`src/rtl/data_cache_if.sv`:
```
// Backing-memory beat bus for data_cache: the cache is master, the memory is slave.
interface data_cache_if;
   logic        mem_req;
   logic        mem_we;
   logic [31:0] mem_addr;
   logic [31:0] mem_wdata;
   logic [31:0] mem_rdata;
   logic        mem_ready;

   modport master (output mem_req, mem_we, mem_addr, mem_wdata,
                   input  mem_rdata, mem_ready);
   modport slave  (input  mem_req, mem_we, mem_addr, mem_wdata,
                   output mem_rdata, mem_ready);
endinterface

```
`src/rtl/data_cache.sv`:
```
// Direct-mapped write-back/write-allocate data cache, 4-word lines, word-wide refill.
// Optional hit/miss counters when DCACHE_STATS_EN is defined.
module data_cache #(
   parameter int INDEX_BITS = 4
) (
   input  logic        clk,
   input  logic        reset,
   input  logic [31:0] address,
   input  logic [31:0] writeData,
   input  logic        memWrite,
   input  logic        memRead,
   output logic [31:0] readData,
   data_cache_if.master mem,
`ifdef DCACHE_STATS_EN
   output logic [31:0] hit_count,
   output logic [31:0] miss_count,
`endif
   output logic        stall
);
   localparam int LINES = 1 << INDEX_BITS;
   localparam int TAG_W = 28 - INDEX_BITS;

   typedef enum logic [1:0] {IDLE, WRITEBACK, REFILL} state_t;

   state_t                  state_q, state_d;
   logic [1:0]              beat_q, beat_d, beat_n;
   logic [31:0]             miss_addr_q;
   logic                    req_q, req_d, we_q, we_d;
   logic [31:0]             addr_q, addr_d, wdata_q, wdata_d;

   logic [LINES-1:0]        valid_q, dirty_q;
   logic [TAG_W-1:0]        tag_q  [LINES];
   logic [31:0]             data_q [LINES][4];

   logic [INDEX_BITS-1:0]   idx, m_idx;
   logic [TAG_W-1:0]        tag, m_tag;
   logic [1:0]              wsel;
   logic                    req, hit, idle, hit_store;
   logic                    start_miss, wb_done, rf_wr, rf_done;
   logic                    unused_bits;

   assign idx   = address[INDEX_BITS+3:4];
   assign tag   = address[31:INDEX_BITS+4];
   assign wsel  = address[3:2];
   assign m_idx = miss_addr_q[INDEX_BITS+3:4];
   assign m_tag = miss_addr_q[31:INDEX_BITS+4];
   assign unused_bits = ^{address[1:0], miss_addr_q[3:0]};

   assign req       = memRead | memWrite;
   assign hit       = valid_q[idx] && (tag_q[idx] == tag);
   assign idle      = (state_q == IDLE);
   assign hit_store = reset && idle && memWrite && hit;
   assign beat_n    = beat_q + 2'd1;

   // Reset forces stall low at once, even with a request still presented.
   assign stall    = reset && (!idle || (req && !hit));
   assign readData = (reset && idle && memRead && hit) ? data_q[idx][wsel] : 32'd0;

   assign mem.mem_req   = req_q;
   assign mem.mem_we    = we_q;
   assign mem.mem_addr  = addr_q;
   assign mem.mem_wdata = wdata_q;

   always_comb begin
      state_d    = state_q;
      beat_d     = beat_q;
      req_d      = req_q;
      we_d       = we_q;
      addr_d     = addr_q;
      wdata_d    = wdata_q;
      start_miss = 1'b0;
      wb_done    = 1'b0;
      rf_wr      = 1'b0;
      rf_done    = 1'b0;
      case (state_q)
         IDLE: begin
            if (req && !hit) begin
               start_miss = 1'b1;
               beat_d     = 2'd0;
               req_d      = 1'b1;
               if (valid_q[idx] && dirty_q[idx]) begin
                  state_d = WRITEBACK;
                  we_d    = 1'b1;
                  addr_d  = {tag_q[idx], idx, 4'b0000};
                  wdata_d = data_q[idx][0];
               end else begin
                  state_d = REFILL;
                  we_d    = 1'b0;
                  addr_d  = {tag, idx, 4'b0000};
                  wdata_d = 32'd0;
               end
            end
         end
         WRITEBACK: begin
            if (mem.mem_ready) begin
               if (beat_q == 2'd3) begin
                  wb_done = 1'b1;
                  state_d = REFILL;
                  beat_d  = 2'd0;
                  we_d    = 1'b0;
                  addr_d  = {m_tag, m_idx, 4'b0000};
                  wdata_d = 32'd0;
               end else begin
                  beat_d  = beat_n;
                  addr_d  = {tag_q[m_idx], m_idx, beat_n, 2'b00};
                  wdata_d = data_q[m_idx][beat_n];
               end
            end
         end
         REFILL: begin
            if (mem.mem_ready) begin
               rf_wr = 1'b1;
               if (beat_q == 2'd3) begin
                  rf_done = 1'b1;
                  state_d = IDLE;
                  beat_d  = 2'd0;
                  req_d   = 1'b0;
                  we_d    = 1'b0;
               end else begin
                  beat_d = beat_n;
                  addr_d = {m_tag, m_idx, beat_n, 2'b00};
               end
            end
         end
         default: state_d = IDLE;
      endcase
   end

   always_ff @(posedge clk) begin
      if (!reset) begin
         state_q     <= IDLE;
         beat_q      <= 2'd0;
         miss_addr_q <= 32'd0;
         req_q       <= 1'b0;
         we_q        <= 1'b0;
         addr_q      <= 32'd0;
         wdata_q     <= 32'd0;
      end else begin
         state_q <= state_d;
         beat_q  <= beat_d;
         req_q   <= req_d;
         we_q    <= we_d;
         addr_q  <= addr_d;
         wdata_q <= wdata_d;
         if (start_miss) miss_addr_q <= address;
      end
   end

   // Line state; dirty data is simply dropped on reset.
   always_ff @(posedge clk) begin
      if (!reset) begin
         valid_q <= '0;
         dirty_q <= '0;
      end else begin
         if (hit_store) dirty_q[idx] <= 1'b1;
         if (wb_done)   dirty_q[m_idx] <= 1'b0;
         if (rf_done) begin
            valid_q[m_idx] <= 1'b1;
            dirty_q[m_idx] <= 1'b0;
         end
      end
   end

   always_ff @(posedge clk) begin
      if (hit_store)          data_q[idx][wsel]     <= writeData;
      if (reset && rf_wr)     data_q[m_idx][beat_q] <= mem.mem_rdata;
      if (reset && rf_done)   tag_q[m_idx]          <= m_tag;
   end

`ifdef DCACHE_STATS_EN
   always_ff @(posedge clk) begin
      if (!reset) begin
         hit_count  <= 32'd0;
         miss_count <= 32'd0;
      end else begin
         if (idle && req && hit) hit_count  <= hit_count + 32'd1;
         if (start_miss)         miss_count <= miss_count + 32'd1;
      end
   end
`endif
endmodule

```
`src/flat_wrapper.sv`:
```
// flat-port wrapper written by rule: the top's interface ports become plain ports
module data_cache_flat 
#(
   parameter int INDEX_BITS = 4
)
  (clk, reset, address, writeData, memWrite, memRead, readData, stall, mem_mem_req, mem_mem_we, mem_mem_addr, mem_mem_wdata, mem_mem_rdata, mem_mem_ready);
  data_cache_if mem_i ();
  input  logic clk;
  input  logic reset;
  input  logic [31:0] address;
  input  logic [31:0] writeData;
  input  logic memWrite;
  input  logic memRead;
  output logic [31:0] readData;
  output logic stall;
  output wire logic [$bits(mem_i.mem_req)-1:0] mem_mem_req;
  output wire logic [$bits(mem_i.mem_we)-1:0] mem_mem_we;
  output wire logic [$bits(mem_i.mem_addr)-1:0] mem_mem_addr;
  output wire logic [$bits(mem_i.mem_wdata)-1:0] mem_mem_wdata;
  input wire logic [$bits(mem_i.mem_rdata)-1:0] mem_mem_rdata;
  input wire logic [$bits(mem_i.mem_ready)-1:0] mem_mem_ready;
  assign mem_mem_req = mem_i.mem_req;
  assign mem_mem_we = mem_i.mem_we;
  assign mem_mem_addr = mem_i.mem_addr;
  assign mem_mem_wdata = mem_i.mem_wdata;
  assign mem_i.mem_rdata = mem_mem_rdata;
  assign mem_i.mem_ready = mem_mem_ready;
  data_cache #(.INDEX_BITS(INDEX_BITS)) u_core (.clk(clk), .reset(reset), .address(address), .writeData(writeData), .memWrite(memWrite), .memRead(memRead), .readData(readData), .mem(mem_i), .stall(stall));
endmodule
```
`config.mk`:
```
export PLATFORM = sky130hd
export DESIGN_NAME = data_cache_flat
export DESIGN_NICKNAME = d
export VERILOG_FILES = /design/src/rtl/data_cache_if.sv /design/src/rtl/data_cache.sv /design/src/flat_wrapper.sv
export SDC_FILE = /design/constraint.sdc
export NUM_CORES = 2
export LEC_CHECK = 0
export CORE_ASPECT_RATIO = 0.8
export CORE_MARGIN = 5
export CORE_UTILIZATION = 45
export CTS_CLUSTER_DIAMETER = 50
export CTS_CLUSTER_SIZE = 20
export DETAILED_ROUTE_END_ITERATION = 7
export PLACE_DENSITY = 0.67
export SYNTH_ARGS = -nofsm -noshare
export SYNTH_HDL_FRONTEND = slang
export SYNTH_SLANG_ARGS = --single-unit
```
`constraint.sdc`:
```
create_clock -name clk -period 8.6 [get_ports clk]
set_input_delay 1.29 -clock clk [delete_from_list [all_inputs] [get_ports clk]]
set_output_delay 1.29 -clock clk [all_outputs]
set_load 0.05 [all_outputs]
```
==> results.sh <==
export IMPL_syn2layout_area_growth_pct=12.8
export IMPL_synth_main_ff_cell="edfxtp_1"
export IMPL_startpoint_type="input pin"
export IMPL_synth_mux_area_share_pct=30.3
export IMPL_post_synth_cell_area_avg_um2=21.0
export IMPL_min_path_type="reg -> reg"
export IMPL_design_area_um2=135000
export IMPL_wire_per_inst_um=39.2
export IMPL_holdPathStages=1
export IMPL_relSlewSlack_pct=6.88
export IMPL_num_fill_cells=20500
export IMPL_post_route_min_period_ns=7.33
export IMPL_power_leakage_nw=40.8
export IMPL_root_buffer="clkbuf_16"
export IMPL_cts_made_buffers=222
export IMPL_wirelength_um=374000
export IMPL_row_count=169
export IMPL_synth_cell_type_count=76
export IMPL_clkLatencyLatePin_ns=0.91
export IMPL_r2r_cells=12
export IMPL_cts_tree="built"
export IMPL_hpwlAfterDp_um=214000
export IMPL_core_area_um2=265000
export IMPL_vias_per_cell=7.06
export IMPL_synthArstFlopShare_pct=0
export IMPL_vias=67300
export IMPL_final_nets=5951
export IMPL_synth_area_um2=119000
export IMPL_worst_pin_slew_ns=1.39
export IMPL_finalHoldViolCount=0
export IMPL_grt_setup_unrepaired="no"
export IMPL_endpoint_kind="primary output"
export IMPL_antenna_found_initial=30
export IMPL_ys_seq_area_share_pct=63.4
export IMPL_grt_pass1_vias=66300
export IMPL_start_util_pct=45.1
export IMPL_finalCritPeriodShare_pct=85.2
export IMPL_yosysWarnings=0
export IMPL_port_buffers=195
export IMPL_cp_arrival_ns=6.04
export IMPL_hold_buffers=0
export IMPL_status="complete, no violations"
export IMPL_grtUsageTotal_pct=26.8
export IMPL_ys_seq_elements=2564
export IMPL_crit_required_ns=7.31
export IMPL_clock_path_buffers=4
export IMPL_synth_compound_area_share_pct=2.37
export IMPL_cts_resized=0
export IMPL_critical_path_max_fanout=90
export IMPL_grt_first_pass_wirelength_um=521000
export IMPL_setup_violations=0
export IMPL_synth_top_family_by_area="multiplexers"
export IMPL_io_pins=200
export IMPL_grt_max_degree=134
export IMPL_fmax_mhz=136
export IMPL_overflow=0
export IMPL_yosys_area_share_simple_pct=1.95
export IMPL_clkTransAtPathRegs_ns=0.06
export IMPL_ctsHtreeMaxLevel=4
export IMPL_die_x_um=586
export IMPL_worstSetupPathType="in -> out"
export IMPL_drc_errors=0
export IMPL_die_area_um2=276000
export IMPL_post_cts_buffers=0
export IMPL_firstDrtPassIters=5
export IMPL_powerDensity_nw_per_um2=208
export IMPL_clock_skew_final_ns=0.0745
export IMPL_peakVddDrop_uv=181
export IMPL_clkSinkCount=2564
export IMPL_drt_iter0_drc=10600
export IMPL_synth_xor_area_share_pct=0.110
export IMPL_slew_violations=0
export IMPL_syn_inst=5675
export IMPL_tns_ns=0
export IMPL_ant_nets=0
export IMPL_dpl_cell_area_um2=127000
export IMPL_gp_congestion=0.859
export IMPL_die_y_um=471
export IMPL_maxCapViolCount=0
export IMPL_synth_adder_area_share_pct=0.0838
export IMPL_drive_above_1_share_pct=38.7
export IMPL_synth_edf_count=2432
[cells in the final DEF (no fill, tap or decap), types with 32 or more instances in the layout]
cell type	instances
a21oi_1	56
a22oi_1	57
a311oi_1	37
and3_1	36
buf_12	75
buf_4	183
clkbuf_16	225
clkdlybuf4s50_1	160
dfxtp_1	127
edfxtp_1	2432
inv_6	37
inv_8	32
mux2i_1	114
mux4_2	1526
nand2_1	178
nand3_1	45
nor2_1	48
nor2_4	80
o21ai_0	66
[synthesized netlist by cell type (all sizes together) (5+ instances only)]
master / instances / area share [%]
nor2b: 25 / 0.13
a211oi: 13 / 0.082
a31oi: 23 / 0.17
nor2: 128 / 0.41
o31ai: 5 / 0.031
nand3: 45 / 0.19
a21oi: 56 / 0.23
a311oi: 37 / 0.27
a21o: 17 / 0.11
inv: 26 / 0.082
a22oi: 57 / 0.36
ha: 8 / 0.084
dfxtp: 132 / 2.2
o211ai: 16 / 0.10
mux4: 1541 / 29
mux2i: 115 / 0.97
o22ai: 10 / 0.052
nand2b: 8 / 0.042
clkbuf: 294 / 0.93
nor4: 6 / 0.057
nor3: 23 / 0.096
xnor2: 13 / 0.095
edfxtp: 2432 / 61
a211o: 14 / 0.10
o21ai: 66 / 0.28
and3: 36 / 0.19
mux2: 23 / 0.22
buf: 187 / 0.83
nand2: 206 / 0.65
and2: 7 / 0.037
or2: 5 / 0.026
a221oi: 20 / 0.15
o41ai: 6 / 0.044
nand4: 5 / 0.026
a41oi: 18 / 0.13
[metal layers]
layer / part of all wire (%) / vias to the layer above / GRT usage, %
met5: 0.028 / - / 0
met4: 4.0 / 16 / 9.07
met3: 13 / 709 / 6.41
met2: 45 / 4911 / 39.3
met1: 39 / 36300 / 39.8
li1: - / 25400 / -
[path summary, 6_finish.rpt]
path | from | end | slack (ns)
worst max-delay path | address[5] | stall | 1.27
worst min-delay path | u_core.valid_q[11]$_SDFFE_PN0P_ | u_core.valid_q[11]$_SDFFE_PN0P_ | 0.45
worst max register to register | u_core.tag_q[13][21]$_DFFE_PP_ | u_core.data_q[8][52]$_DFFE_PP_ | 3.17
worst min register to register | u_core.valid_q[11]$_SDFFE_PN0P_ | u_core.valid_q[11]$_SDFFE_PN0P_ | 0.45
[final cells by class]
class	instances	area [µm²]	share of cell area (%)
Sequential cell	2564	75700	56.2
Tap cell	3505	4390	3.26
Clock inverter	168	1940	1.44
Antenna cell	8	20.0	0.0149
Inverter	26	98.8	0.0734
Timing Repair Buffer	423	4540	3.37
Clock buffer	240	5700	4.23
Multi-Input combinational cell	2605	42300	31.4
[through the flow]
stage	cells	utilization (%)	hold slack, ns	setup slack [ns]	power (mW)
global placement	9123	48.0	0.426	1.33	17.7
detailed placement	9123	48.0	0.435	1.35	17.7
floorplan	5676	-	0.418	2.12	16.5
finish	9539	50.9	0.453	1.27	28.0
CTS	9531	50.9	0.450	1.35	28.2
global route	9535	50.9	0.471	1.21	28.9
[logic make-up after synthesis]
| logic type | after synthesis |
|---|---|
| simple gates | 509 |
| other cells | 1 |
| flops | 2564 |
| buf+inv | 507 |
| fa+ha+maj | 8 |
| compound gates | 392 |
| xor+xnor | 15 |
| mux | 1679 |
[where the power goes]
part           internal (mW)  switching [mW]  total (mW)
logic                   1.43            1.96        3.39
registers               13.9           0.147        14.0
clock network           5.51            5.11        10.6
total                   20.8            7.22        28.0
[critical path: stages]
cell and delay (ns):
buf_8 0.66, buf_4 0.46, mux4_2 0.40, xnor2_1 0.51, nor2_1 0.14, a2111oi_0 0.49, nand4_1 0.20, nor4_1 0.65
a31oi_4 0.16, and2_1 0.28, clkdlybuf4s50_1 0.74
[flip-flops by register name, indices dropped and copies added, names as in the netlist, named ones only]
register	count
u_core.state_q	2
u_core.valid_q	16
u_core.data_q	2048
u_core.mem.mem_req	1
u_core.mem.mem_addr	30
u_core.mem.mem_we	1
u_core.miss_addr_q	28
u_core.dirty_q	16
u_core.beat_q	2
u_core.mem.mem_wdata	32
u_core.tag_q	384
Note: power is estimated with default switching activity, not from simulation.
